$ cat src/rtl/vdp_cpu_port.sv
// CPU side of the VDP: TMS9918-style data/control ports, control-register file,
// address auto-increment and a one-byte VRAM read-ahead buffer.
module vdp_cpu_port #(
  parameter int ADDR_W = 14,
  parameter int NREG   = 8
) (
  input  logic                pxclk,
  input  logic                reset,
  input  logic                cpu_wr,
  input  logic                cpu_rd,
  input  logic                cpu_mode,
  input  logic [7:0]          cpu_din,
  output logic [7:0]          cpu_dout,
  output logic                cpu_busy,
  input  logic [7:0]          status_in,
  output logic                status_clr,
  output logic [ADDR_W-1:0]   vram_addr,
  output logic                vram_we,
  output logic [7:0]          vram_wdata,
  output logic                vram_re,
  input  logic [7:0]          vram_rdata,
  output logic [8*NREG-1:0]   regs
);

  typedef enum logic [1:0] {IDLE, RD_ISSUE, RD_WAIT} state_t;

  state_t                 state_q, state_d;
  logic [ADDR_W-1:0]      addr_q, addr_d;
  logic [ADDR_W-1:0]      waddr_q, waddr_d;
  logic [7:0]             latch_q, latch_d;
  logic                   lf_q, lf_d;
  logic [7:0]             rbuf_q, rbuf_d;
  logic [7:0]             dout_q, dout_d;
  logic [7:0]             wdata_q, wdata_d;
  logic                   we_q, we_d;
  logic                   sclr_q, sclr_d;
  logic [NREG-1:0][7:0]   regs_q, regs_d;

  logic                   wr_go, rd_go;
  logic [13:0]            setup_w;

  // Write beats read on collision; nothing is accepted while a prefetch runs.
  assign cpu_busy = (state_q != IDLE);
  assign wr_go    = cpu_wr & ~cpu_busy;
  assign rd_go    = cpu_rd & ~cpu_wr & ~cpu_busy;
  assign setup_w  = {cpu_din[5:0], latch_q};

  always_comb begin
    state_d = state_q;
    addr_d  = addr_q;
    waddr_d = waddr_q;
    latch_d = latch_q;
    lf_d    = lf_q;
    rbuf_d  = rbuf_q;
    dout_d  = dout_q;
    wdata_d = wdata_q;
    we_d    = 1'b0;
    sclr_d  = 1'b0;
    regs_d  = regs_q;

    case (state_q)
      IDLE: begin
        if (wr_go) begin
          if (cpu_mode) begin
            if (!lf_q) begin
              latch_d = cpu_din;
              lf_d    = 1'b1;
            end else begin
              lf_d = 1'b0;
              if (cpu_din[7]) begin
                for (int i = 0; i < NREG; i++)
                  if (cpu_din[2:0] == 3'(i)) regs_d[i] = latch_q;
              end else begin
                addr_d = ADDR_W'(setup_w);
                if (!cpu_din[6]) state_d = RD_ISSUE;
              end
            end
          end else begin
            // Data write: the VRAM strobe goes out next cycle at the pre-increment address.
            we_d    = 1'b1;
            waddr_d = addr_q;
            wdata_d = cpu_din;
            rbuf_d  = cpu_din;
            addr_d  = addr_q + ADDR_W'(1);
            lf_d    = 1'b0;
          end
        end else if (rd_go) begin
          lf_d = 1'b0;
          if (cpu_mode) begin
            dout_d = status_in;
            sclr_d = 1'b1;
          end else begin
            dout_d  = rbuf_q;
            state_d = RD_ISSUE;
          end
        end
      end
      RD_ISSUE: state_d = RD_WAIT;
      RD_WAIT: begin
        rbuf_d  = vram_rdata;
        addr_d  = addr_q + ADDR_W'(1);
        state_d = IDLE;
      end
      default: state_d = IDLE;
    endcase
  end

  always_ff @(posedge pxclk) begin
    if (reset) begin
      state_q <= IDLE;
      addr_q  <= '0;
      waddr_q <= '0;
      latch_q <= '0;
      lf_q    <= 1'b0;
      rbuf_q  <= '0;
      dout_q  <= '0;
      wdata_q <= '0;
      we_q    <= 1'b0;
      sclr_q  <= 1'b0;
      regs_q  <= '0;
    end else begin
      state_q <= state_d;
      addr_q  <= addr_d;
      waddr_q <= waddr_d;
      latch_q <= latch_d;
      lf_q    <= lf_d;
      rbuf_q  <= rbuf_d;
      dout_q  <= dout_d;
      wdata_q <= wdata_d;
      we_q    <= we_d;
      sclr_q  <= sclr_d;
      regs_q  <= regs_d;
    end
  end

  assign cpu_dout   = dout_q;
  assign status_clr = sclr_q;
  assign vram_we    = we_q;
  assign vram_wdata = wdata_q;
  assign vram_re    = (state_q == RD_ISSUE);
  assign vram_addr  = (state_q == RD_ISSUE) ? addr_q : waddr_q;
  assign regs       = regs_q;

endmodule
$ cat config.mk
export PLATFORM = sky130hd
export DESIGN_NAME = vdp_cpu_port
export DESIGN_NICKNAME = d
export VERILOG_FILES = /design/src/rtl/vdp_cpu_port.sv
export SDC_FILE = /design/constraint.sdc
export NUM_CORES = 1
export LEC_CHECK = 0
export BUFFER_PORTS_ARGS = -buffer_cell sky130_fd_sc_hd__buf_2
export CAP_MARGIN = 0
export CORE_ASPECT_RATIO = 0.5
export CORE_MARGIN = 2
export CORE_UTILIZATION = 50
export DETAILED_ROUTE_END_ITERATION = 6
export GPL_TIMING_DRIVEN = 0
export MAX_ROUTING_LAYER = met4
export PLACE_DENSITY_LB_ADDON = 0.25
export SKIP_LAST_GASP = 1
export SLEW_MARGIN = 20
export SYNTH_ARGS = -nofsm -noshare
export SYNTH_HDL_FRONTEND = slang
export SYNTH_SLANG_ARGS = --single-unit
$ cat constraint.sdc
create_clock -name pxclk -period 2.2 [get_ports pxclk]
set_input_delay 0.33 -clock pxclk [delete_from_list [all_inputs] [get_ports pxclk]]
set_output_delay 0.33 -clock pxclk [all_outputs]
set_load 0.02 [all_outputs]
==> summary.md, run 1 <==
| Metric | Value |
|---|---|
| Status | finished clean |
| Share of layout cells above drive strength 1 | 0.261 |
| Post-synth top cells | dfxtp_1, nor2_1, mux2i_1 |
| Core ar. | 10,300 um^2 |
| Post-synth EDFFs | 0 |
| Final setup vio count | 0 |
| Clock Tree Buf Depth | 2 |
| FF-to-FF setup slack | 0.25 ns |
| Max rail drop VDD | 0.000531 V |
| Post-synthesis sequential area ratio | 0.478 |
| Required @ worst endpoint | 1.87 ns |
| Reg clk slew, reported paths | 0.06 ns |
| Nets@finish | 763 |
| CTS tree | done |
| Total Power | 5.62 mW |
| Count of cell types in the netlist | 46 |
| Clock sinks | 129 |
| Fillers | 893 |
| Final Max Slew Viols | 0 |
| Initial antenna violation count | 0 |
| First-pass GRT wire length | 23.5 mm |
| Area added between synthesis and finish | 26.3% |
| Diode count | 0 |
| Multi-input logic area | 2590 um^2 |
| WL final | 15.0 mm |
| Die width | 151 um |
| Pwr dens | 823 nW/um^2 |
| Largest cells by area after synthesis | dfxtp_1, mux2i_1, nor2_1 |
| DR DRC count | 0 |
| DR iter-0 viols | 433 |
| TritonRoute pass-1 iters | 5 |
| Leak pwr | 3.03 nW |
| Reg area | 2580 um^2 |
| Grt ovf | 0 |
| Clk_skew | 0.00718 ns |
| Routed WL per cell | 17.0 um |
| Largest net degree at the start of global routing | 17 |
| Die ar. | 11,700 um^2 |
| FFs w/ async S/R, synth | 0 |
| Routed Antenna Nets | 0 |
| Post-Syn Nets | 616 |
| PortBufs | 124 |
| Skew-Pair Late Insertion Delay | 0.41 ns |
| Fin cells | 886 |
| CTS Buf Count | 17 |
| Cells after synthesis | 586 |
| Detailed Place HPWL | 10.3 mm |
| Max_cap viols | 0 |
| Gr usage total | 0.267 |
| Max FO, Critical Path | 10 |
| H-tree levels | 4 |
| Synth Area in XOR/XNOR | 0 |
| Number of global-route vias before repair | 4,534 |
| Inst Count DP | 850 |
| CP Launch Type | flip-flop |
| Hold Vio Cnt, Final | 0 |
| Crit path capture type | output pin |
| Vias/cell | 5.50 |
| Synth Area in Adders | 0.00232 |
| Starting density of the core | 0.522 |
| Syn. warnings | 0 |
| Fmax | 0.475 GHz |
| Main combinational cell family by area after synthesis | simple AND/OR/NAND/NOR gates |
| IO Count | 127 |
| Primary FF master, synth | dfxtp_1 |
| Most common cell in the netlist | dfxtp_1 |
| Tmin final | 2.10 ns |
| Max-Slew Margin vs Limit | 0.500 |
| Yosys top cell area share | 0.478 |
| DIE HEIGHT | 77.5 um |
| Critical path class | reg2out |
| Post-Syn Area | 5400 um^2 |
| Final core occ | 0.660 |
| Vias post-DR | 4,869 |
| Post-synthesis mux area share | 0.176 |
| Fin Setup TNS | 0 ns |
| Compound-gate portion of the synthesized area | 0.107 |
| Period utilisation layout | 0.957 |
| Synth Area per Inst | 9.22 um^2 |
| GPL Wtd Cong | 0.931 |
| Actual transition at the worst max-transition pin | 0.744 ns |
| Placement Rows | 26 |
| Hold Crit Class | in2reg |
| Area leader, netlist | dfxtp_1 |
| Final hold slack | 0.208 ns |
| CTS root buf | clkbuf_16 |
| Simple-gate share of the synthesized area | 0.195 |
| Synth Register Bits | 129 |
| CP arrival | 1.77 ns |
what timing repair did:
action / in CTS / in global routing
hold buffers: 0 / 0
setup endpoints to repair: 15 / 8
buffers inserted: 0 / 4
gates resized for setup: 5 / 1
flip-flops by register name (all words and copies together) (netlist names):
register,flops
state_q,2
rbuf_q,8
cpu_dout,8
lf_q,1
addr_q,14
vram_we,1
latch_q,8
status_clr,1
vram_wdata,8
waddr_q,14
regs,64
critical path, stage by stage (launching register included):
cell	delay, ns
dfxtp_2	0.37
nor2b_1	0.15
buf_4	0.17
buf_6	0.17
mux2_2	0.35
buf_2	0.16
power by group:
part | internal [mW] | leakage [nW] | switching, mW
Sequential | 2.39 | 1.05 | 0.0362
Combinational | 0.134 | 1.71 | 0.278
Clock | 1.68 | 0.275 | 1.10
Total | 4.21 | 3.03 | 1.41
path summary, 6_finish.rpt:
kind,end,from,cells past startpoint
worst min register to register,vram_wdata[4],vram_wdata[4],2
worst max-delay path,vram_addr[3],state_q[0],5
worst min-delay path,rbuf_q[0],vram_rdata[0],3
worst max register to register,addr_q[3],lf_q,5
per-layer routing:
layer,GRT usage,up-vias,share of wire
li1,-,2344,-
met3,0.0576,21,0.092
met5,-,-,0
met2,0.386,231,0.43
met4,0.0822,0,0.014
met1,0.375,2273,0.46
metrics by stage:
step	worst slack, ns	cell area [um^2]
global route	-0.00670	6820
global placement	0.00994	6200
floorplan	0.404	5400
detailed placement	0.0385	6200
CTS	0.0295	6790
finish	0.0952	6820
layout make-up:
type,instances,share of cell area
multi-input cells,402,0.380
flip-flops and latches,129,0.379
repair buffers,128,0.0954
clock buffers,18,0.0629
plain buffers,49,0.0310
well taps,140,0.0257
clock inverters,14,0.0227
inverters,6,0.00330
cells in the final DEF (no fill, tap or decap), types with 9 or more instances in the layout:
master / count
clkbuf_1: 34
buf_2: 133
nand2b_1: 10
clkbuf_16: 17
mux2i_1: 79
dfxtp_1: 128
o21ai_0: 9
nor2_1: 99
a311oi_1: 9
mux2_2: 14
nand2_1: 64
a211oi_1: 11
a21oi_1: 36
logic make-up (layout without fill, tap and decap cells):
| logic type | after synthesis | count (layout) |
|---|---|---|
| AND/OR/NAND/NOR | 221 | 221 |
| flip-flops | 129 | 129 |
| multiplexers | 93 | 93 |
| AO/OA/AOI/OAI | 87 | 87 |
| buffers and inverters | 55 | 215 |
| adder cells (fa/ha/maj) | 1 | 1 |
(Power assumes the default switching activity.)
==> run 2: changes to the inputs <==
--- a/config.mk
+++ b/config.mk
@@ -9,7 +9,7 @@
 export CAP_MARGIN = 0
 export CORE_ASPECT_RATIO = 0.5
 export CORE_MARGIN = 2
-export CORE_UTILIZATION = 50
+export CORE_UTILIZATION = 53
 export DETAILED_ROUTE_END_ITERATION = 6
 export GPL_TIMING_DRIVEN = 0
 export MAX_ROUTING_LAYER = met4
==> run 2 against run 1 <==
Power shrank 1.7%. Register-to-register slack is essentially flat. Via count shrank 1.3%. Sequential share of layout area grew 0.24 points. Global-route usage grew 0.71 points. Non-clock buffer count shrank 4. Hold slack lost 0.0077 ns. Critical path depth is the same.
==> summary.md, run 2 (synthesis results as in run 1) <==
| Metric | Value |
|---|---|
| DIE HEIGHT | 75.4 um |
| Largest net degree at the start of global routing | 17 |
| Leak pwr | 3.01 nW |
| Diode count | 0 |
| WL final | 14.7 mm |
| Hold Vio Cnt, Final | 0 |
| Clock Tree Buf Depth | 2 |
| Required @ worst endpoint | 1.87 ns |
| Min setup slack post-route | 0.0745 ns |
| Pwr dens | 815 nW/um^2 |
| Max rail drop VDD | 0.000622 V |
| CTS Buf Count | 17 |
| Die width | 147 um |
| Clk_skew | 0.00926 ns |
| CTS root buf | clkbuf_16 |
| DR iter-0 viols | 381 |
| Dpl ws | 0.0258 ns |
| Die ar. | 11,100 um^2 |
| GPL Wtd Cong | 0.978 |
| Max_cap viols | 0 |
| Area added between synthesis and finish | 25.5% |
| Final Max Slew Viols | 0 |
| PortBufs | 124 |
| TritonRoute pass-1 iters | 5 |
| Vias/cell | 5.48 |
| Routed WL per cell | 16.8 um |
| Max-Slew Margin vs Limit | 0.482 |
| DR DRC count | 0 |
| Placement Rows | 25 |
| Most frequent cells in the layout | buf_2, dfxtp_1, nor2_1 |
| Actual transition at the worst max-transition pin | 0.777 ns |
| H-tree levels | 4 |
| Max FO, Critical Path | 10 |
| Starting density of the core | 0.559 |
| Grt ovf | 0 |
| Vias post-DR | 4,807 |
| CP arrival | 1.80 ns |
| Gr usage total | 0.274 |
| Reg clk slew, reported paths | 0.06 ns |
| Clock sinks | 129 |
| Core ar. | 9670 um^2 |
| RSZ-0062 raised after global routing | no |
| CP Launch Type | flip-flop |
| Initial antenna violation count | 0 |
| CTS tree | done |
| Critical path class | reg2out |
| Nets@finish | 759 |
| Routed Antenna Nets | 0 |
| Max FFs per register | 64 |
| Final setup vio count | 0 |
| Detailed Place HPWL | 10.0 mm |
| First-pass GRT wire length | 22.6 mm |
| Most common cell after layout, fill and taps aside | buf_2 |
| Status | finished clean |
| Tmin final | 2.13 ns |
| Fin Setup TNS | 0 ns |
| Final core occ | 0.701 |
| Skew-Pair Late Insertion Delay | 0.41 ns |
| Number of global-route vias before repair | 4,238 |
| Hold Crit Class | in2reg |
| IO Count | 127 |
| Period utilisation layout | 0.966 |
| Fmax | 0.470 GHz |
| Share of layout cells above drive strength 1 | 0.259 |
| Crit path capture type | output pin |
## run 2: cell types whose count changed in the layout (fill, tap and decap cells not counted)
cell | before | now
clkbuf_1 | 34 | 33
buf_4 | 6 | 1
clkbuf_8 | 0 | 2
clkinv_2 | 2 | 3
clkinvlp_4 | 4 | 3
clkinv_4 | 2 | 3
bufinv_16 | 2 | 1
## run 2: path summary, 6_finish.rpt
| kind | end | from | slack, ns | depth (start not counted) |
|---|---|---|---|---|
| worst min-delay path | rbuf_q[4] | vram_rdata[4] | 0.20 | 3 |
| worst max register to register | addr_q[5] | lf_q | 0.24 | 5 |
| worst max-delay path | vram_addr[7] | state_q[0] | 0.07 | 5 |
| worst min register to register | waddr_q[4] | waddr_q[4] | 0.45 | 2 |
## run 2: routing by layer
metal  GRT usage  vias up  wire [um]
met5           -        -          0
met4      0.0852        0        194
met3      0.0719       18       1130
met2       0.409      181       6370
met1       0.369     2280       7000
li1            -     2328          -
## run 2: critical path: stages (launching register included)
cell and delay [ns]:
dfxtp_2 0.36, nor2b_1 0.15, clkbuf_8 0.19, buf_6 0.17
mux2_2 0.36, buf_2 0.16
## run 2: stage by stage
| step | hold slack, ns | power, mW | area, um^2 | instances |
|---|---|---|---|---|
| 2_1_floorplan | 0.434 | 2.73 | 5400 | 586 |
| 3_3_place_gp | 0.439 | 2.87 | 6190 | 845 |
| 3_5_place_dp | 0.445 | 2.87 | 6190 | 845 |
| 4_1_cts | 0.194 | 5.54 | 6780 | 877 |
| 5_1_grt | 0.210 | 5.69 | 6780 | 877 |
| 6_report | 0.200 | 5.52 | 6780 | 877 |
## run 2: what timing repair did
item | in CTS | in global routing
setup buffers | 0 | 0
hold buffers | 0 | 0
gates resized for setup | 5 | 1
endpoints found under the hold margin | 0 | 0
setup endpoints to repair | 15 | 8
## run 2: power by group
group	internal, mW	switching (mW)
Combinational	0.132	0.279
Clock	1.60	1.09
Sequential	2.39	0.0366
Total	4.12	1.40
## run 2: area by class of cell
class	count	area, um^2
buffer	49	218
clock buffer	18	439
clock inverter	14	131
fill	775	2890
inverter	6	22.5
multi-input combinational	402	2590
sequential	129	2580
tap	135	169
timing repair buffer	124	621
==> run 3: changes to the inputs <==
--- a/config.mk
+++ b/config.mk
@@ -6,7 +6,7 @@
 export NUM_CORES = 1
 export LEC_CHECK = 0
 export BUFFER_PORTS_ARGS = -buffer_cell sky130_fd_sc_hd__buf_2
-export CAP_MARGIN = 0
+export CAP_MARGIN = 20
 export CORE_ASPECT_RATIO = 0.5
 export CORE_MARGIN = 2
 export CORE_UTILIZATION = 53
@@ -14,6 +14,7 @@
 export GPL_TIMING_DRIVEN = 0
 export MAX_ROUTING_LAYER = met4
 export PLACE_DENSITY_LB_ADDON = 0.25
+export REMOVE_ABC_BUFFERS = 1
 export SKIP_LAST_GASP = 1
 export SLEW_MARGIN = 20
 export SYNTH_ARGS = -nofsm -noshare
==> run 3 against run 2 <==
Utilization grew 0.27 points. Critical endpoint is now regs[40]. Fmax shrank 2.2%. Critical path depth shrank 1.
==> summary.md, run 3 (synthesis results as in run 1) <==
| Metric | Value |
|---|---|
| Status | finished clean |
| Crit path capture type | flip-flop |
| Routed Antenna Nets | 0 |
| Reg area | 2580 um^2 |
| Clock Tree Buf Depth | 2 |
| Final hold slack | 0.195 ns |
| CTS Buf Count | 17 |
| Fmax | 0.460 GHz |
| Tmin final | 2.17 ns |
| Core ar. | 9670 um^2 |
| Max incr delay on CP | 0.79 ns |
| Nets@finish | 720 |
| Dpl cell area | 6050 um^2 |
| Dpl ws | -0.793 ns |
| Multi-input logic area | 2660 um^2 |
| Worst Reg-to-Reg Cells | 4 |
| Slowest CP cell | or4_4 |
| CTS tree | done |
| IO Count | 127 |
| Area added between synthesis and finish | 26.0% |
| Hold Buf Count CTS | 0 |
| RSZ-0062 raised after global routing | yes |
| Pwr dens | 838 nW/um^2 |
| Most frequent cells in the layout | dfxtp_1, buf_2, nor2_1 |
| Max rail drop VDD | 0.000584 V |
| Fillers | 739 |
| Design area | 6810 um^2 |
| GPL Wtd Cong | 0.846 |
| Routed WL per cell | 16.8 um |
| Die ar. | 11,100 um^2 |
| Skew-Pair Late Insertion Delay | 0.41 ns |
| CTS root buf | clkbuf_16 |
| Final Max Slew Viols | 0 |
| Reg clk slew, reported paths | 0.05 ns |
| Share of layout cells above drive strength 1 | 0.277 |
| Clk_skew | 0.00701 ns |
| Total Power | 5.70 mW |
| Hold Crit Class | in2reg |
| Initial antenna violation count | 0 |
| Fin Setup TNS | 0 ns |
| DR iter-0 viols | 277 |
| Crit-path cells | nand4bb_2 > or4_4 > mux2i_1 > nor2_1 |
| Critical path class | reg2reg |
| Detailed Place HPWL | 8.42 mm |
| Number of global-route vias before repair | 4,215 |
| Die width | 147 um |
| Leak pwr | 3.02 nW |
| Diode count | 0 |
| First-pass GRT wire length | 21.4 mm |
| Starting density of the core | 0.559 |
| Placement Rows | 25 |
| CP arrival | 2.46 ns |
| Vias post-DR | 4,666 |
| Max-Slew Margin vs Limit | 0.350 |
| Hold path depth | 3 |
| Hold Vio Cnt, Final | 0 |
| DIE HEIGHT | 75.4 um |
| PortBufs | 126 |
| TritonRoute pass-1 iters | 6 |
| CP Launch Type | flip-flop |
| DR DRC count | 0 |
| Max FO, Critical Path | 10 |
| Min setup slack post-route | 0.0271 ns |
| Clock sinks | 129 |
| H-tree levels | 4 |
| Required @ worst endpoint | 2.48 ns |
| Gr usage total | 0.256 |
| WL final | 14.1 mm |
| Max FFs per register | 64 |
| Final setup vio count | 0 |
| Largest net degree at the start of global routing | 94 |
| Grt ovf | 0 |
| Most common cell after layout, fill and taps aside | dfxtp_1 |
| Vias/cell | 5.57 |
| Period utilisation layout | 0.988 |
| Max_cap viols | 0 |
| Actual transition at the worst max-transition pin | 0.976 ns |
[run 3: cell types whose count changed in the layout (fill, tap and decap cells not counted), sizes merged]
| cell | previous run | this run |
|---|---|---|
| buf | 138 | 133 |
| bufinv | 1 | 3 |
| clkbuf | 53 | 23 |
| clkinv | 6 | 5 |
| clkinvlp | 3 | 1 |
| inv | 10 | 6 |
| nor3b | 1 | 2 |
[run 3: report_power, final]
group	total, mW	leakage [nW]	switching [mW]	internal [mW]
logic	0.365	1.67	0.236	0.128
registers	2.45	1.04	0.0649	2.39
clock network	2.88	0.297	1.01	1.87
total	5.70	3.02	1.31	4.39
[run 3: cell type report]
cell class              count  area share
clock buffers              23      0.0702
clock inverters             9      0.0191
inverters                   6     0.00331
multi-input cells         403       0.391
flip-flops and latches    129       0.379
well taps                 135      0.0248
repair buffers            133       0.112
[run 3: worst paths after layout]
path | slack (ns) | endpoint | startpoint
worst max register to register | 0.03 | regs[40] | state_q[0]
worst max-delay path | 0.03 | regs[40] | state_q[0]
worst min register to register | 0.45 | waddr_q[11] | waddr_q[11]
worst min-delay path | 0.19 | latch_q[6] | cpu_din[6]
[run 3: layer usage]
layer | share of wire | wire [um] | vias up | track usage
met3 | 0.069 | 979 | 16 | 0.0563
met2 | 0.46 | 6530 | 171 | 0.407
met1 | 0.46 | 6440 | 2220 | 0.328
li1 | - | - | 2259 | -
met4 | 0.012 | 164 | 0 | 0.0960
met5 | 0 | 0 | - | -
[run 3: what timing repair did]
item / CTS / global route
cloned: 0 / 1
pin swaps: 4 / 6
gates resized for setup: 9 / 3
setup buffers: 2 / 4
endpoints found under the hold margin: 0 / 0
setup endpoints to repair: 100 / 52
[run 3: critical path: cells and delay by family, from the launching register on]
family           cells  cell delay (ns)
flip-flops           1             0.38
multiplexers         1             0.22
AND/OR/NAND/NOR      3             1.46
[run 3: stage by stage]
stage | cells | utilization
5_1_grt | 838 | 0.704
3_5_place_dp | 799 | 0.626
4_1_cts | 833 | 0.695
2_1_floorplan | 537 | -
3_3_place_gp | 798 | 0.621
6_report | 838 | 0.704
